### config.mk
export PLATFORM = sky130hd
export DESIGN_NAME = seven_segment_scan
export DESIGN_NICKNAME = d
export VERILOG_FILES = /design/src/rtl/seven_seg_pkg.sv /design/src/rtl/seven_segment_decoder.sv /design/src/rtl/seven_segment_scan.sv
export SDC_FILE = /design/constraint.sdc
export NUM_CORES = 1
export LEC_CHECK = 0
export CORE_MARGIN = 8
export CORE_UTILIZATION = 42
export CTS_CLUSTER_DIAMETER = 80
export CTS_CLUSTER_SIZE = 20
export DETAILED_ROUTE_END_ITERATION = 10
export SYNTH_ARGS = -nofsm -noshare
export SYNTH_HDL_FRONTEND = slang
export SYNTH_SLANG_ARGS = --single-unit
export TNS_END_PERCENT = 10
### constraint.sdc
create_clock -name clk -period 2.2 [get_ports clk]
set_input_delay 0.22 -clock clk [delete_from_list [all_inputs] [get_ports clk]]
set_output_delay 0.22 -clock clk [all_outputs]
set_load 0.005 [all_outputs]
### src/rtl/seven_seg_pkg.sv
// Shared types and the hex-to-segment table for the seven-segment scan driver.
// Segment patterns are active-low, bit 0 = segment a .. bit 6 = segment g.
package seven_seg_pkg;

    typedef logic [6:0] seg_t;

    localparam seg_t SEG_BLANK = 7'h7F;

    localparam seg_t HEX_SEG [16] = '{
        7'b1000000,   // 0
        7'b1111001,   // 1
        7'b0100100,   // 2
        7'b0110000,   // 3
        7'b0011001,   // 4
        7'b0010010,   // 5
        7'b0000010,   // 6
        7'b1111000,   // 7
        7'b0000000,   // 8
        7'b0010000,   // 9
        7'b0001000,   // A
        7'b0000011,   // b
        7'b1000110,   // C
        7'b0100001,   // d
        7'b0000110,   // E
        7'b0001110    // F
    };

endpackage

### src/rtl/seven_segment_decoder.sv
// Combinational hex nibble to active-low seven-segment pattern.
module seven_segment_decoder
    import seven_seg_pkg::*;
(
    input  logic [3:0] nibble,
    output seg_t       seg
);

    assign seg = HEX_SEG[nibble];

endmodule

### src/rtl/seven_segment_scan.sv
// Time-multiplexed, double-buffered driver for common-anode hex seven-segment digits.
// Optional leading-zero suppression is enabled by defining SEVEN_SEG_LZ_SUPPRESS_EN.
module seven_segment_scan
    import seven_seg_pkg::*;
#(
    parameter int NUM_DIGITS    = 2,
    parameter int REFRESH_COUNT = 24000,
    parameter int GUARD_CYCLES  = 16
) (
    input  logic                    clk,
    input  logic                    reset,
    input  logic [4*NUM_DIGITS-1:0] digits,
    input  logic [NUM_DIGITS-1:0]   blank,
    input  logic                    load,
    output seg_t                    seg,
    output logic [NUM_DIGITS-1:0]   anode,
    output logic                    frame
);

    localparam int CNT_W = $clog2(REFRESH_COUNT);
    localparam int IDX_W = (NUM_DIGITS > 1) ? $clog2(NUM_DIGITS) : 1;

    logic [CNT_W-1:0]        cnt;
    logic [IDX_W-1:0]        idx;
    logic [4*NUM_DIGITS-1:0] pend_digits;
    logic [NUM_DIGITS-1:0]   pend_blank;
    logic [4*NUM_DIGITS-1:0] act_digits;
    logic [NUM_DIGITS-1:0]   act_blank;

    logic                    slot_end;
    logic                    last_idx;
    logic                    frame_end;
    logic                    in_guard;
    logic                    dark;
    logic [3:0]              nibble;
    seg_t                    dec_seg;
    seg_t                    seg_next;
    logic [NUM_DIGITS-1:0]   anode_next;
    logic [NUM_DIGITS-1:0]   lz_mask;

    assign slot_end  = (cnt == CNT_W'(REFRESH_COUNT - 1));
    assign last_idx  = (idx == IDX_W'(NUM_DIGITS - 1));
    assign frame_end = slot_end && last_idx;
    assign in_guard  = (cnt < CNT_W'(GUARD_CYCLES));

`ifdef SEVEN_SEG_LZ_SUPPRESS_EN
    // Darken zeros from the top digit down until the first nonzero; digit 0 always shows.
    always_comb begin
        logic leading;
        lz_mask = '0;
        leading = 1'b1;
        for (int i = NUM_DIGITS - 1; i >= 1; i--) begin
            if (act_digits[4*i +: 4] != 4'h0) begin
                leading = 1'b0;
            end
            lz_mask[i] = leading;
        end
    end
`else
    assign lz_mask = '0;
`endif

    assign nibble = act_digits[4*int'(idx) +: 4];
    assign dark   = act_blank[idx] | lz_mask[idx];

    seven_segment_decoder u_decoder (
        .nibble (nibble),
        .seg    (dec_seg)
    );

    always_comb begin
        seg_next   = SEG_BLANK;
        anode_next = '1;
        if (!in_guard) begin
            anode_next = ~(NUM_DIGITS'(1) << idx);
            seg_next   = dark ? SEG_BLANK : dec_seg;
        end
    end

    // A load landing on the frame boundary bypasses pending so it shows in the very next frame.
    always_ff @(posedge clk) begin
        if (reset) begin
            cnt         <= '0;
            idx         <= '0;
            pend_digits <= '0;
            pend_blank  <= '1;
            act_digits  <= '0;
            act_blank   <= '1;
            seg         <= SEG_BLANK;
            anode       <= '1;
            frame       <= 1'b0;
        end else begin
            cnt <= slot_end ? '0 : cnt + CNT_W'(1);
            if (slot_end) begin
                idx <= last_idx ? '0 : idx + IDX_W'(1);
            end
            if (load) begin
                pend_digits <= digits;
                pend_blank  <= blank;
            end
            if (frame_end) begin
                act_digits <= load ? digits : pend_digits;
                act_blank  <= load ? blank  : pend_blank;
            end
            frame <= frame_end;
            seg   <= seg_next;
            anode <= anode_next;
        end
    end

endmodule

==> results.json <==
{
  "areaGrowthSynthToFinish_pct": 18.3,
  "netlist_area_um2": 2070,
  "setup_tns_ns": 0,
  "start_util": 0.438,
  "p_per_area_nw_per_um2": 629,
  "synthArstFlopShare": 0,
  "tightestPinTransition_ns": 0.736,
  "power_frac_comb": 0.048,
  "port_buffers": 22,
  "max-slew-margin-rel": 0.506,
  "max_cap_viol_count": 0,
  "cts_sinks": 46,
  "row_count": 25,
  "status": "complete, no violations",
  "cts_repair_resize_count": 0,
  "die_h_um": 86.2,
  "crit_cells": 3,
  "synth_ff_type": "dfxtp_1",
  "gp_congestion": 0.809,
  "via_count": 1431,
  "cts_inserted_buffers": 5,
  "period_needed_ns": 1.89,
  "clock_latency_ns": 0.30,
  "io_pins": 23,
  "cp_slowest_cell": "nor3_1",
  "placed_cell_area_um2": 2340,
  "yosysMostFrequentCell": "dfxtp_1",
  "drc": 0,
  "cp-end-kind": "flip-flop",
  "coreArea_um2": 4720,
  "netlist_top_cells_count": "dfxtp_1, nor2_1, mux2i_1, nor2b_1, xor2_1",
  "post-dp-hpwl_mm": 2.94,
  "placedCellCount": 280,
  "synth_area_leaders": "dfxtp_1, mux2_4, mux2i_1",
  "grt_use_total": 0.114,
  "grt_max_degree": 16,
  "synthDistinctLibCells": 34,
  "clk_pin_slew_ns": 0.08,
  "final_cell_area_um2": 2450,
  "diodes": 0,
  "avgSynthCellArea_um2": 10.5,
  "cp_slowest_stage_delay_ns": 0.62,
  "routedWlPerCell_um": 13.8,
  "fill_cells": 429,
  "switching_share": 0.204,
  "synth_enable_flop_cells": 0,
  "antenna_found_initial": 0,
  "drtPass1Iterations": 4,
  "viasPerCell": 4.97,
  "crit_chain": "nor3_1, nand4_4, mux2_4",
  "p_clk_frac": 0.397,
  "die_x_um": 86.2,
  "post-route-util": 0.518,
  "setup_viol": 0,
  "syn_inst": 197,
  "drtIter0Drc": 44,
  "root_buffer": "clkbuf_8",
  "routed_wl_mm": 3.97,
  "grt_pass1_wl_mm": 6.70,
  "fin_crit_sh": 0.861,
  "final_hold_viol_count": 0,
  "finalPower_w": 0.00154,
  "stdcell_count": 288,
  "cp-start-kind": "flip-flop",
  "drive_above_1_share": 0.140,
  "switchingPower_w": 0.000314,
  "synthesis.nets": 217,
  "max_freq_mhz": 528,
  "ys_seq_area_frac": 0.445,
  "drtAntennaViolNets": 0,
  "cts_hold_buffers": 0,
  "cts_tree": "built",
  "hold_path_class": "flip-flop to flip-flop",
  "synth-seq-cells": 46,
  "ff2ff_path_depth": 3,
  "power_frac_seq": 0.555,
  "cts_setup_buffers": 0,
  "p_leak_nw": 0.960,
  "clk_path_buf_depth": 2,
  "cp.required_ns": 2.39,
  "grt-ovfl-total": 0,
  "critical_path_buf_inv_count": 0,
  "synthDominantCellAreaShare": 0.445,
  "htree_levels": 2,
  "whs_path_depth": 1,
  "synth_largest_area_cell": "dfxtp_1",
  "fin_worst_skew_ns": 0.00730,
  "rsz0062_at_grt": "no",
  "grt_pass1_vias": 1519,
  "drv_slew": 0,
  "critical_path.top_delay_family": "simple AND/OR/NAND/NOR gates",
  "p_int_w": 0.00123,
  "fin_nets": 240,
  "crit_arrival_ns": 2.08,
  "fp.dieArea_um2": 7430,
  "crit_fanout": 11,
  "worstSetupPathType": "flip-flop to flip-flop",
  "yosys_warnings": 0,
  "ir_worst_vdd_mv": 0.337
}
-- power groups by stage --
stage / Clock (W) / Sequential (W) / Combinational (W)
finish: 0.000612 / 0.000854 / 0.0000744
global route: 0.000664 / 0.000856 / 0.0000832
CTS: 0.000635 / 0.000854 / 0.0000756
detailed placement: 0 / 0.000874 / 0.0000752
global placement: 0 / 0.000873 / 0.0000715
floorplan: 0 / 0.000872 / 0.0000429
-- layer usage --
metal	share of wire	vias to the layer above	track usage
met2	0.49	30	0.193
met1	0.44	666	0.122
met4	0.020	0	0.0579
li1	-	728	-
met5	0	-	0
met3	0.050	7	0.0406
-- area by class of cell --
cell class / instances / area [µm²] / share of cell area
clock buffers: 7 / 76.3 / 0.0312
clock inverters: 1 / 30.0 / 0.0123
inverters: 4 / 15.0 / 0.00613
multi-input cells: 136 / 1060 / 0.435
flip-flops and latches: 46 / 921 / 0.376
well taps: 67 / 83.8 / 0.0342
repair buffers: 27 / 258 / 0.105
-- cells by family after synthesis --
group | share of synthesized area
buffers and inverters | 0.0405
XOR/XNOR | 0.0593
AO/OA/AOI/OAI | 0.0738
AND/OR/NAND/NOR | 0.194
flip-flops | 0.445
adder cells (fa/ha/maj) | 0.0423
multiplexers | 0.145
-- path summary, 6_finish.rpt --
check                                  startpoint  slack (ns)                         to
worst max-delay path            cnt[6]$_SDFF_PP0_        0.31  act_blank[0]$_SDFFE_PP1P_
worst min register to register  cnt[0]$_SDFF_PP0_        0.44          cnt[0]$_SDFF_PP0_
worst min-delay path            cnt[0]$_SDFF_PP0_        0.44          cnt[0]$_SDFF_PP0_
worst max register to register  cnt[6]$_SDFF_PP0_        0.31  act_blank[0]$_SDFFE_PP1P_
-- through the flow --
| step | setup WS (ns) | hold slack, ns |
|---|---|---|
| global placement | 0.372 | 0.426 |
| global route | 0.206 | 0.467 |
| detailed placement | 0.317 | 0.431 |
| floorplan | 0.426 | 0.360 |
| finish | 0.305 | 0.439 |
| CTS | 0.329 | 0.443 |
-- flip-flops by register name, indices dropped and copies added, names as in the netlist --
| signal | count |
|---|---|
| cnt | 15 |
| act_digits | 8 |
| pend_digits | 8 |
| seg | 7 |
| act_blank | 2 |
| anode | 2 |
| pend_blank | 2 |
| frame | 1 |
| idx | 1 |
-- cell usage in the layout (no fill, tap or decap), types with 5 or more instances in the layout --
cell type / Yosys / layout
nand2_1: 6 / 6
ha_1: 7 / 7
nor2b_1: 12 / 12
nand4_1: 7 / 7
buf_4: 0 / 5
nor2_1: 24 / 24
clkdlybuf4s50_1: 0 / 22
nand3_1: 5 / 5
mux2i_1: 12 / 12
dfxtp_1: 46 / 46
xor2_1: 11 / 11
o221ai_1: 5 / 5
mux2_4: 9 / 9
clkbuf_8: 0 / 5
Note: power is estimated with default switching activity, not from simulation.
